**src/rtl/inst_memory_ctrl_if.sv**
```systemverilog
// Load and fetch bus of the instruction memory controller.
// The master side is the loader/CPU fetch stage; the slave side is the memory.
interface inst_memory_ctrl_if #(
    parameter int DATA_W = 8,
    parameter int ADDR_W = 3
);
    logic              load_start;
    logic              load_valid;
    logic [DATA_W-1:0] load_data;
    logic              load_last;
    logic              load_done;
    logic [ADDR_W:0]   load_count;
    logic              fetch_valid;
    logic [ADDR_W-1:0] fetch_addr;
    logic              fetch_ready;
    logic              inst_valid;
    logic [DATA_W-1:0] inst;
    logic              inst_oob;
    logic              inst_ready;

    modport master (
        output load_start, load_valid, load_data, load_last,
        output fetch_valid, fetch_addr, inst_ready,
        input  load_done, load_count, fetch_ready, inst_valid, inst, inst_oob
    );

    modport slave (
        input  load_start, load_valid, load_data, load_last,
        input  fetch_valid, fetch_addr, inst_ready,
        output load_done, load_count, fetch_ready, inst_valid, inst, inst_oob
    );
endinterface

```
**src/rtl/inst_memory_ctrl.sv**
```systemverilog
// Loadable instruction memory: serial program load, then valid/ready fetch
// with a registered output stage; reads past the program length are flagged.
module inst_memory_ctrl #(
    parameter int DATA_W = 8,
    parameter int ADDR_W = 3
) (
    input logic               clk,
    input logic               rst,
    inst_memory_ctrl_if.slave bus
);
    localparam int DEPTH = 2 ** ADDR_W;

    typedef enum logic [1:0] {EMPTY, LOADING, RUN} state_t;

    state_t            state_q;
    state_t            state_d;
    logic [DATA_W-1:0] mem [DEPTH];
    logic [ADDR_W-1:0] wr_ptr_q;
    logic [ADDR_W:0]   count_q;
    logic              wr_en;
    logic              wr_end;
    logic              load_done;
    logic              fetch_ready;
    logic              accept;
    logic              in_range;
    logic              vld_p1;
    logic              oob_p1;
    logic [DATA_W-1:0] inst_p1;

    always_comb begin
        state_d     = state_q;
        wr_en       = 1'b0;
        wr_end      = 1'b0;
        load_done   = 1'b0;
        fetch_ready = 1'b0;
        case (state_q)
            EMPTY: begin
                if (bus.load_start) state_d = LOADING;
            end
            LOADING: begin
                // A restart wins over a write in the same cycle; its data is dropped.
                if (!bus.load_start && bus.load_valid) begin
                    wr_en  = 1'b1;
                    wr_end = bus.load_last || (wr_ptr_q == ADDR_W'(DEPTH - 1));
                    if (wr_end) state_d = RUN;
                end
            end
            RUN: begin
                load_done = 1'b1;
                if (bus.load_start) state_d = LOADING;
                else                fetch_ready = !vld_p1 || bus.inst_ready;
            end
            default: state_d = EMPTY;
        endcase
    end

    assign accept   = bus.fetch_valid && fetch_ready;
    assign in_range = {1'b0, bus.fetch_addr} < count_q;

    always_ff @(posedge clk) begin
        if (wr_en) mem[wr_ptr_q] <= bus.load_data;
    end

    always_ff @(posedge clk or posedge rst) begin
        if (rst) begin
            state_q  <= EMPTY;
            wr_ptr_q <= '0;
            count_q  <= '0;
        end else begin
            state_q <= state_d;
            if (bus.load_start) begin
                wr_ptr_q <= '0;
                count_q  <= '0;
            end else if (wr_en) begin
                wr_ptr_q <= wr_ptr_q + 1'b1;
                count_q  <= {1'b0, wr_ptr_q} + 1'b1;
            end
        end
    end

    // p1: fetch output register, held while the consumer stalls
    always_ff @(posedge clk or posedge rst) begin
        if (rst) begin
            vld_p1  <= 1'b0;
            inst_p1 <= '0;
            oob_p1  <= 1'b0;
        end else if (accept) begin
            vld_p1  <= 1'b1;
            inst_p1 <= in_range ? mem[bus.fetch_addr] : '0;
            oob_p1  <= !in_range;
        end else if (bus.load_start || bus.inst_ready) begin
            vld_p1 <= 1'b0;
        end
    end

    assign bus.load_done   = load_done;
    assign bus.load_count  = count_q;
    assign bus.fetch_ready = fetch_ready;
    assign bus.inst_valid  = vld_p1;
    assign bus.inst        = inst_p1;
    assign bus.inst_oob    = oob_p1;
endmodule
```
**src/flat_wrapper.sv**
```systemverilog
// flat-port wrapper written by rule: the top's interface ports become plain ports
module inst_memory_ctrl_flat 
#(
    parameter int DATA_W = 8,
    parameter int ADDR_W = 3
)
  (clk, rst, bus_load_start, bus_load_valid, bus_load_data, bus_load_last, bus_fetch_valid, bus_fetch_addr, bus_inst_ready, bus_load_done, bus_load_count, bus_fetch_ready, bus_inst_valid, bus_inst, bus_inst_oob);
  inst_memory_ctrl_if #(.DATA_W(DATA_W), .ADDR_W(ADDR_W)) bus_i ();
  input logic clk;
  input logic rst;
  input wire logic [$bits(bus_i.load_start)-1:0] bus_load_start;
  input wire logic [$bits(bus_i.load_valid)-1:0] bus_load_valid;
  input wire logic [$bits(bus_i.load_data)-1:0] bus_load_data;
  input wire logic [$bits(bus_i.load_last)-1:0] bus_load_last;
  input wire logic [$bits(bus_i.fetch_valid)-1:0] bus_fetch_valid;
  input wire logic [$bits(bus_i.fetch_addr)-1:0] bus_fetch_addr;
  input wire logic [$bits(bus_i.inst_ready)-1:0] bus_inst_ready;
  output wire logic [$bits(bus_i.load_done)-1:0] bus_load_done;
  output wire logic [$bits(bus_i.load_count)-1:0] bus_load_count;
  output wire logic [$bits(bus_i.fetch_ready)-1:0] bus_fetch_ready;
  output wire logic [$bits(bus_i.inst_valid)-1:0] bus_inst_valid;
  output wire logic [$bits(bus_i.inst)-1:0] bus_inst;
  output wire logic [$bits(bus_i.inst_oob)-1:0] bus_inst_oob;
  assign bus_i.load_start = bus_load_start;
  assign bus_i.load_valid = bus_load_valid;
  assign bus_i.load_data = bus_load_data;
  assign bus_i.load_last = bus_load_last;
  assign bus_i.fetch_valid = bus_fetch_valid;
  assign bus_i.fetch_addr = bus_fetch_addr;
  assign bus_i.inst_ready = bus_inst_ready;
  assign bus_load_done = bus_i.load_done;
  assign bus_load_count = bus_i.load_count;
  assign bus_fetch_ready = bus_i.fetch_ready;
  assign bus_inst_valid = bus_i.inst_valid;
  assign bus_inst = bus_i.inst;
  assign bus_inst_oob = bus_i.inst_oob;
  inst_memory_ctrl #(.DATA_W(DATA_W), .ADDR_W(ADDR_W)) u_core (.clk(clk), .rst(rst), .bus(bus_i));
endmodule
```
**config.mk**
```make
export PLATFORM = sky130hd
export DESIGN_NAME = inst_memory_ctrl_flat
export DESIGN_NICKNAME = d
export VERILOG_FILES = /design/src/rtl/inst_memory_ctrl_if.sv /design/src/rtl/inst_memory_ctrl.sv /design/src/flat_wrapper.sv
export SDC_FILE = /design/constraint.sdc
export NUM_CORES = 1
export LEC_CHECK = 0
export ABC_AREA = 1
export ABC_CLOCK_PERIOD_IN_PS = 5700
export CAP_MARGIN = 20
export CORE_UTILIZATION = 50
export DETAILED_ROUTE_END_ITERATION = 12
export PLACE_DENSITY = 0.69
export SETUP_SLACK_MARGIN = 0.1
export SYNTH_ARGS = -nofsm -noshare
export SYNTH_HDL_FRONTEND = slang
export SYNTH_SLANG_ARGS = --single-unit
export TNS_END_PERCENT = 100
```
**constraint.sdc**
```tcl
create_clock -name clk -period 5.7 [get_ports clk]
set_clock_uncertainty 0.15 [all_clocks]
set_input_delay 1.71 -clock clk [delete_from_list [all_inputs] [get_ports clk]]
set_output_delay 1.71 -clock clk [all_outputs]
set_load 0.005 [all_outputs]
```
; ---- Word level (Yosys, flattened, before mapping)
; Memories as Yosys holds them, arrays and structs flattened.
; Cells that the tools add are included.
[classes]
order_cmp = 1
reduce_logical = 13
eq_ne = 6
n_mux = 18
n_addsub = 2
[op_table]
columns = operator, count
row1 = $mux W1, 9
row2 = $mux W4, 2
row3 = $mux W8, 1
row4 = $mux W2, 3
row5 = $mux W3, 2
row6 = $ne A2 B1 Y1 const B, 3
row7 = $add A3 B1 Y4 const B, 1
row8 = $lt A3 B4 Y1, 1
row9 = $pmux W2 S2, 1
row10 = $reduce_bool A2 Y1, 2
row11 = $add A3 B1 Y3 const B, 1
row12 = $eq A3 B3 Y1 const B, 1
row13 = $logic_not A1 Y1, 3
row14 = $logic_or A1 B1 Y1, 3
row15 = $reduce_and A3 Y1, 1
row16 = $eq A2 B1 Y1 const B, 1
row17 = $eq A2 B2 Y1 const B, 1
row18 = $logic_and A1 B1 Y1, 2
row19 = $logic_not A2 Y1, 1
row20 = $reduce_or A2 Y1, 1
[totals]
memories = 1
in_bits = 18
register_bits = 19
output_inout_bits = 16
word_cells = 47
mem_bits_rw = 64
[mem_list]
columns = name, words, width, read_ports, rd_ports_with_merged_regs, wr, line_no
row1 = u_core.mem, 8, 8, 1, 0, 1, inst_memory_ctrl.sv:17  ; logic [DATA_W-1:0] mem [DEPTH];

; ---- Longest topological paths before layout
; Gate-level depths: netlist of the first run.
[logic_depth]
ltp_word = 6
mapped_depth = 10

; ---- Least setup slack after synthesis of the first run
; No wires, ideal clock.
[synth_path]
path_kind = input to output
startpoint = in bus_load_start
endpoint = out bus_fetch_ready
cell_stages = 3
path_slack_ns = 1.810
arrival_time_ns = 2.030
path_cell_list = inv_1 > nand2_2 > nor2_4
[synth_between]
elab_chain_cells = 2
[synth_rtl]
columns = item, line_no
row1 = from (decl), flat_wrapper.sv:11  ; input wire logic [$bits(bus_i.load_start)-1:0] bus_load_start;
row2 = $mux W1, inst_memory_ctrl.sv:50  ; if (bus.load_start) state_d = LOADING;
row3 = $mux W1, inst_memory_ctrl.sv:36  ; case (state_q)
row4 = to (decl), flat_wrapper.sv:20  ; output wire logic [$bits(bus_i.fetch_ready)-1:0] bus_fetch_ready;
; No other way between the ends.

; ---- Worst setup path after layout of the first run
; Same ends and word-level chain as after synthesis.

==> flow_metrics.env, run 1 <==
export IMPL_post_route_period_util_pct=85.1
export IMPL_p_per_area_mw_per_mm2=317
export IMPL_dr_max_layer_used="met4"
export IMPL_ys_ff_latch=80
export IMPL_synthTopCellsByArea="edfxtp_1, nand2_1, dfrtp_1"
export IMPL_synth_most_common_cell="nand2_1"
export IMPL_io_buffer_count=33
export IMPL_clock_latency_ns=0.33
export IMPL_ys_flop_type="edfxtp_1"
export IMPL_post_drt_via_cell_ratio=4.61
export IMPL_postLayoutCellArea_mm2=0.00427
export IMPL_dr_pass1_iters=4
export IMPL_slew_headroom_pct=31.5
export IMPL_holdCritPathClass="flip-flop to flip-flop"
export IMPL_dieArea_mm2=0.00754
export IMPL_postSynthCellCount=377
export IMPL_worst_pin_slew_ns=1.02
export IMPL_path_clk_slew_ns=0.08
export IMPL_p_leak_nw=2.01
export IMPL_cts_tree="yes"
export IMPL_drt_iter0_drc=108
export IMPL_slew_violations=0
export IMPL_avgRoutedWirePerCell_um=12.2
export IMPL_synth_top_area_share_pct=53.4
export IMPL_max_freq_ghz=0.206
export IMPL_period_minus_slack_ns=4.85
export IMPL_clock_path_buffers=2
export IMPL_cts_hold_buf=0
export IMPL_h_tree_depth=3
export IMPL_wl_met1_um=3020
export IMPL_die_width_um=86.8
export IMPL_outcome="complete, no violations"
export IMPL_worstSetupEndpointType="output pin"
export IMPL_synth_mux_area_share_pct=0
export IMPL_yosysWarnings=0
export IMPL_yosysSeqAreaShare_pct=64.6
export IMPL_rsz0062_at_grt="false"
export IMPL_post_dp_cell_area_mm2=0.00400
export IMPL_grt_pass1_wl_um=10600
export IMPL_nFillCells=563
export IMPL_cts_sinks=80
export IMPL_syn_to_final_growth_pct=18.8
export IMPL_n_antenna_cell=0
export IMPL_synth_edff_count=64
export IMPL_synth_cell_types=19
export IMPL_drv_cap=0
export IMPL_grt_max_degree=34
export IMPL_routed_wl_um=6280
export IMPL_io_pins=34
export IMPL_grt_pass1_vias=2191
export IMPL_ir_drop_mv=0.167
export IMPL_synth_top_family_by_area="simple AND/OR/NAND/NOR gates"
export IMPL_start_util_pct=52.3
export IMPL_cts_setup_buffers=0
export IMPL_root_buffer="clkbuf_8"
export IMPL_ys_top_cells_by_count="nand2_1, inv_1, edfxtp_1, nand3_1, dfrtp_1"
export IMPL_synth_xor_area_share_pct=0
export IMPL_worstPathMaxFanout=6
export IMPL_cp_data_arrival_time_ns=2.99
export IMPL_tns_ns=0
export IMPL_synth_compound_area_share_pct=1.15
export IMPL_syn_avg_cell_area_um2=9.54
export IMPL_drive_gt1_share_pct=6.94
export IMPL_syn_nets=399
export IMPL_ant_nets=0
export IMPL_cts_resized=0
export IMPL_wl_met2_um=2960
export IMPL_hpwl_um=4270
export IMPL_track_usage_pct=19.0
export IMPL_cp_required_ns=3.84
export IMPL_path_class="input pin to output pin"
export IMPL_wl_met3_um=265
export IMPL_antenna_found_initial=0
export IMPL_synthAdderAreaFrac_pct=1.39
export IMPL_ys_async_sr_fraction_pct=20.0
export IMPL_row_count=30
export IMPL_hold_viol=0
export IMPL_netlist_area_mm2=0.00360
export IMPL_num_vias=2367
export IMPL_coreArea_mm2=0.00687
export IMPL_nets=435
export IMPL_yosysTopAreaCell="edfxtp_1"
export IMPL_gr_total_overflow=0
export IMPL_setup_viol=0
export IMPL_numCtsBuffers=9
export IMPL_crit_path_start_kind="input pin"
export IMPL_die_h_um=86.8
export IMPL_gp_congestion=0.734
export IMPL_yosys_area_share_simple_pct=23.0
export IMPL_post_route_drc_count=0
==> logic make-up after synthesis <==
group           after synthesis
compound gates                8
fa+ha+maj                     4
buf+inv                      90
flops                        80
simple gates                195
==> stage by stage <==
stage,util (%),setup WS (ns),total power [W],std cells,hold WS [ns]
2_1_floorplan,-,1.81,0.000775,377,0.322
4_1_cts,62.0,0.840,0.00136,512,0.336
5_1_grt,62.2,0.763,0.00141,514,0.360
3_3_place_gp,58.2,0.863,0.000844,496,0.312
3_5_place_dp,58.2,0.840,0.000847,496,0.316
6_report,62.2,0.847,0.00135,514,0.332
==> power by group <==
group	total [W]	switching [W]	internal, W
Combinational	0.000152	0.0000819	0.0000703
Clock	0.000518	0.000190	0.000328
Sequential	0.000683	0.0000189	0.000664
Total	0.00135	0.000291	0.00106
==> placed cells by master, fill, tap and decap left out <==
cell type	netlist	layout
a21oi_1	1	1
buf_2	8	1
buf_4	2	1
bufinv_16	0	3
clkbuf_4	0	1
clkbuf_8	0	12
clkdlybuf4s50_1	0	33
clkinv_4	0	1
dfrtp_1	16	16
edfxtp_1	64	64
ha_1	4	4
inv_1	75	75
inv_2	4	4
nand2_1	143	143
nand2_2	1	1
nand2_4	2	2
nand3_1	33	33
nor2_1	9	9
nor2_4	2	2
nor2_8	1	1
nor3_1	4	4
o21ai_0	6	6
o22ai_1	1	1
==> layout make-up <==
class	count	area (um2)	area share, %
Timing Repair Buffer	36	350	8.20
Multi-Input combinational cell	207	918	21.5
Inverter	79	297	6.94
Sequential cell	80	2320	54.4
Tap cell	96	120	2.81
Clock inverter	4	98.8	2.31
Clock buffer	12	165	3.87
==> per-layer routing <==
layer	global-route usage [%]	vias up
li1	-	1237
met1	26.7	1081
met2	30.2	45
met3	4.00	4
met4	5.00	0
met5	0	-
==> state kept, by name (all words and copies together) (netlist names) <==
| signal | flops |
|---|---|
| u_core.bus.load_count | 4 |
| u_core.bus.inst | 8 |
| u_core.mem | 64 |
| u_core.state_q | 2 |
| u_core.bus.inst_oob | 1 |
| u_core.bus.inst_valid | 1 |
==> worst paths after layout <==
check | from | end | slack [ns] | cells past startpoint
max reg2reg | u_core.state_q[0] | u_core.mem[3][2] | 3.41 | 6
min reg2reg | u_core.bus.inst[3] | u_core.bus.inst[3] | 0.33 | 2
min in group asynchronous | rst | u_core.bus.inst_valid | 1.59 | 2
max in group asynchronous | rst | u_core.bus.inst[2] | 3.43 | 2
max | bus_load_start | bus_fetch_ready | 0.85 | 5
min | u_core.bus.inst[3] | u_core.bus.inst[3] | 0.33 | 2
==> worst max-delay path: stages <==
cell and delay, ns:
clkdlybuf4s50_1 0.39, inv_1 0.15, nand2_2 0.10, nor2_4 0.13, clkdlybuf4s50_1 0.51
Note: power is estimated with default switching activity, not from simulation.
==> run 2: changes to the inputs <==
Settings changed: SKIP_LAST_GASP set to 1, SLEW_MARGIN set to 15.
==> flow_metrics.env, run 2 (same netlist as run 1, synthesis figures left out) <==
export IMPL_numCtsBuffers=9
export IMPL_grt_pass1_wl_um=10600
export IMPL_io_buffer_count=33
export IMPL_whs_ns=0.333
export IMPL_cp_data_arrival_time_ns=2.99
export IMPL_top_register="u_core.mem"
export IMPL_die_h_um=86.8
export IMPL_clock_path_buffers=2
export IMPL_hold_viol=0
export IMPL_avgRoutedWirePerCell_um=12.2
export IMPL_worstPathMaxFanout=6
export IMPL_slew_headroom_pct=31.3
export IMPL_max_freq_ghz=0.206
export IMPL_num_vias=2336
export IMPL_worst_pin_slew_ns=1.02
export IMPL_path_class="input pin to output pin"
export IMPL_gp_congestion=0.734
export IMPL_rsz0062_at_grt="false"
export IMPL_grt_max_degree=34
export IMPL_p_per_area_mw_per_mm2=316
export IMPL_cts_hold_buf=0
export IMPL_crit_path_start_kind="input pin"
export IMPL_stdcell_count=514
export IMPL_regArea_mm2=0.00232
export IMPL_h_tree_depth=3
export IMPL_gr_total_overflow=0
export IMPL_slew_violations=0
export IMPL_cts_setup_buffers=0
export IMPL_drt_iter0_drc=112
export IMPL_post_route_period_util_pct=85.1
export IMPL_ant_nets=0
export IMPL_root_buffer="clkbuf_8"
export IMPL_tns_ns=0
export IMPL_drive_gt1_share_pct=6.94
export IMPL_hpwl_um=4270
export IMPL_dieArea_mm2=0.00754
export IMPL_nets=435
export IMPL_syn_to_final_growth_pct=18.7
export IMPL_drv_cap=0
export IMPL_n_antenna_cell=0
export IMPL_worstSetupEndpointType="output pin"
export IMPL_layout_commonest_cell="nand2_1"
export IMPL_post_route_drc_count=0
export IMPL_io_pins=34
export IMPL_coreArea_mm2=0.00687
export IMPL_setup_viol=0
export IMPL_cts_tree="yes"
export IMPL_row_count=30
export IMPL_clock_latency_ns=0.33
export IMPL_grt_pass1_vias=2191
export IMPL_routed_wl_um=6260
export IMPL_largest_register_ffs=64
export IMPL_cp_required_ns=3.84
export IMPL_antenna_found_initial=0
export IMPL_outcome="complete, no violations"
export IMPL_nFillCells=563
export IMPL_period_minus_slack_ns=4.85
export IMPL_start_util_pct=52.3
export IMPL_placedCellCount=496
export IMPL_p_leak_nw=2.01
export IMPL_post_drt_via_cell_ratio=4.54
export IMPL_ir_drop_mv=0.167
export IMPL_track_usage_pct=19.0
export IMPL_cts_resized=0
export IMPL_r2r_cells=6
export IMPL_path_clk_slew_ns=0.08
export IMPL_die_width_um=86.8
export IMPL_dr_pass1_iters=4
export IMPL_multiInputGateArea_um2=918
export IMPL_cts_sinks=80
export IMPL_layout_common_cells="nand2_1, inv_1, edfxtp_1"
export IMPL_holdCritPathClass="flip-flop to flip-flop"
export IMPL_min_path_cells=2
## run 2: changes by cell type in the layout (fill, tap and decap cells not counted), sizes merged
| cell | change |
|---|---|
| clkbuf | -1 |
| buf | +1 |
## run 2: path summary, 6_finish.rpt
kind	start	to	slack, ns
max	bus_load_start	bus_fetch_ready	0.85
min	u_core.bus.inst[7]	u_core.bus.inst[7]	0.33
max reg2reg	u_core.state_q[0]	u_core.mem[3][2]	3.41
min reg2reg	u_core.bus.inst[7]	u_core.bus.inst[7]	0.33
max in group asynchronous	rst	u_core.bus.inst[2]	3.43
min in group asynchronous	rst	u_core.bus.inst[7]	1.59
## run 2: final cells by class
cell class                 count  area share [%]
sequential                    80            54.4
multi-input combinational    207            21.5
timing repair buffer          36            8.15
inverter                      79            6.95
clock buffer                  12            3.87
tap                           96            2.81
clock inverter                 4            2.32
## run 2: layer usage
metal | vias up | GRT usage [%] | part of all wire [%]
li1 | 1235 | - | -
met1 | 1058 | 26.7 | 49
met2 | 39 | 30.2 | 47
met3 | 4 | 4.00 | 3.4
met4 | 0 | 5.00 | 0.62
met5 | - | 0 | 0
## run 2: through the flow
step / setup slack [ns] / utilization (%) / total power [W] / instance area [um2]
after floorplan: 1.81 / - / 0.000775 / 3600
after global placement: 0.863 / 58.2 / 0.000844 / 4000
after detailed placement: 0.840 / 58.2 / 0.000847 / 4000
after CTS: 0.840 / 62.0 / 0.00136 / 4260
after global routing: 0.763 / 62.1 / 0.00141 / 4270
final: 0.847 / 62.1 / 0.00135 / 4270
## run 2: report_power, final
| part | internal, W | switching [W] |
|---|---|---|
| combinational | 0.0000702 | 0.0000819 |
| clock | 0.000328 | 0.000188 |
| sequential | 0.000664 | 0.0000187 |
## run 2: critical path: stages
cell,delay (ns)
clkdlybuf4s50_1,0.39
inv_1,0.15
nand2_2,0.10
nor2_4,0.13
clkdlybuf4s50_1,0.51
==> run 3: changes to the inputs <==
Settings changed: CORE_UTILIZATION 50 to 60, PLACE_DENSITY 0.69 to 0.81.
==> flow_metrics.env, run 3 (same netlist as run 1, synthesis figures left out) <==
export IMPL_min_path_cells=2
export IMPL_crit_path_start_kind="input pin"
export IMPL_io_buffer_count=33
export IMPL_io_pins=34
export IMPL_num_vias=2483
export IMPL_gp_congestion=0.795
export IMPL_start_util_pct=63.7
export IMPL_worst_pin_slew_ns=0.919
export IMPL_hold_start="u_core.bus.inst[3]"
export IMPL_drt_iter0_drc=216
export IMPL_track_usage_pct=25.1
export IMPL_outcome="complete, no violations"
export IMPL_cts_sinks=80
export IMPL_setup_viol=0
export IMPL_cts_setup_buffers=0
export IMPL_ir_drop_mv=0.193
export IMPL_p_leak_nw=2.00
export IMPL_post_route_drc_count=0
export IMPL_rsz0062_at_grt="false"
export IMPL_slew_headroom_pct=38.5
export IMPL_whs_ns=0.332
export IMPL_dr_pass1_iters=4
export IMPL_drv_cap=0
export IMPL_layout_common_cells="nand2_1, inv_1, edfxtp_1"
export IMPL_r2r_start="u_core.state_q[0]"
export IMPL_post_drt_via_cell_ratio=5.06
export IMPL_die_h_um=79.4
export IMPL_n_antenna_cell=0
export IMPL_row_count=27
export IMPL_ant_nets=0
export IMPL_cts_tree="yes"
export IMPL_r2r_cells=7
export IMPL_die_width_um=79.4
export IMPL_cts_resized=0
export IMPL_post_route_period_util_pct=85.1
export IMPL_period_minus_slack_ns=4.85
export IMPL_holdCritPathClass="flip-flop to flip-flop"
export IMPL_max_freq_ghz=0.206
export IMPL_grt_pass1_wl_um=11100
export IMPL_gr_total_overflow=0
export IMPL_worstPathMaxFanout=6
export IMPL_path_class="input pin to output pin"
export IMPL_avgRoutedWirePerCell_um=13.7
export IMPL_r2r_setup_slack_ns=3.46
export IMPL_r2r_end="u_core.mem[3][3]"
export IMPL_largest_register_ffs=64
export IMPL_holdPathEnd="u_core.bus.inst[3]"
export IMPL_top_register="u_core.mem"
export IMPL_root_buffer="clkbuf_8"
export IMPL_grt_pass1_vias=2402
export IMPL_hpwl_um=4350
export IMPL_routed_wl_um=6720
export IMPL_clock_path_buffers=2
export IMPL_path_clk_slew_ns=0.08
export IMPL_slew_violations=0
export IMPL_numCtsBuffers=9
export IMPL_cts_hold_buf=0
export IMPL_worstSetupEndpointType="output pin"
export IMPL_grt_max_degree=34
export IMPL_nets=436
export IMPL_cp_data_arrival_time_ns=2.99
export IMPL_hold_viol=0
export IMPL_layout_commonest_cell="nand2_1"
export IMPL_dieArea_mm2=0.00631
export IMPL_clock_latency_ns=0.34
export IMPL_antenna_found_initial=0
export IMPL_syn_to_final_growth_pct=17.6
export IMPL_h_tree_depth=3
export IMPL_p_per_area_mw_per_mm2=313
export IMPL_cp_required_ns=3.84
export IMPL_coreArea_mm2=0.00564
export IMPL_tns_ns=0
export IMPL_drive_gt1_share_pct=7.16
[run 3: cell type report]
class | instances | area (um2)
Sequential cell | 80 | 2320
Fill cell | 381 | 1410
Multi-Input combinational cell | 207 | 923
Timing Repair Buffer | 37 | 360
Inverter | 79 | 297
Clock buffer | 10 | 128
Clock inverter | 6 | 108
Tap cell | 72 | 90.1
[run 3: critical path: stages]
cell and delay [ns]:
clkdlybuf4s50_1 0.39, inv_1 0.14, nand2_2 0.10, nor2_4 0.13
clkdlybuf4s50_1 0.51
[run 3: worst max-delay path by stage]
stage	start	end	cells after the start
2_1_floorplan	bus_load_start	bus_fetch_ready	3
3_3_place_gp	bus_load_start	bus_fetch_ready	5
3_5_place_dp	bus_load_start	bus_fetch_ready	5
4_1_cts	bus_load_start	bus_fetch_ready	5
5_1_grt	bus_load_start	bus_fetch_ready	5
6_report	bus_load_start	bus_fetch_ready	5
[run 3: metrics by stage]
stage | setup WS (ns) | instances | utilization (%) | power [W] | instance area [um2]
floorplan | 1.81 | 377 | - | 0.000775 | 3600
global placement | 0.870 | 475 | 70.8 | 0.000846 | 3990
detailed placement | 0.846 | 475 | 70.8 | 0.000852 | 3990
CTS | 0.841 | 491 | 74.9 | 0.00133 | 4230
global route | 0.783 | 491 | 74.9 | 0.00138 | 4230
finish | 0.847 | 491 | 74.9 | 0.00132 | 4230
[run 3: report_power, final]
part / total (W) / switching, W / internal [W]
sequential: 0.000682 / 0.0000185 / 0.000664
clock: 0.000486 / 0.000196 / 0.000289
combinational: 0.000157 / 0.0000855 / 0.0000712
total: 0.00132 / 0.000300 / 0.00102
[run 3: per-layer routing]
metal,vias up,track usage [%],part of all wire [%]
met5,-,0,0
met4,0,13.3,0.25
met3,4,7.09,6.9
met2,70,41.3,53
met1,1173,30.1,40
li1,1236,-,-
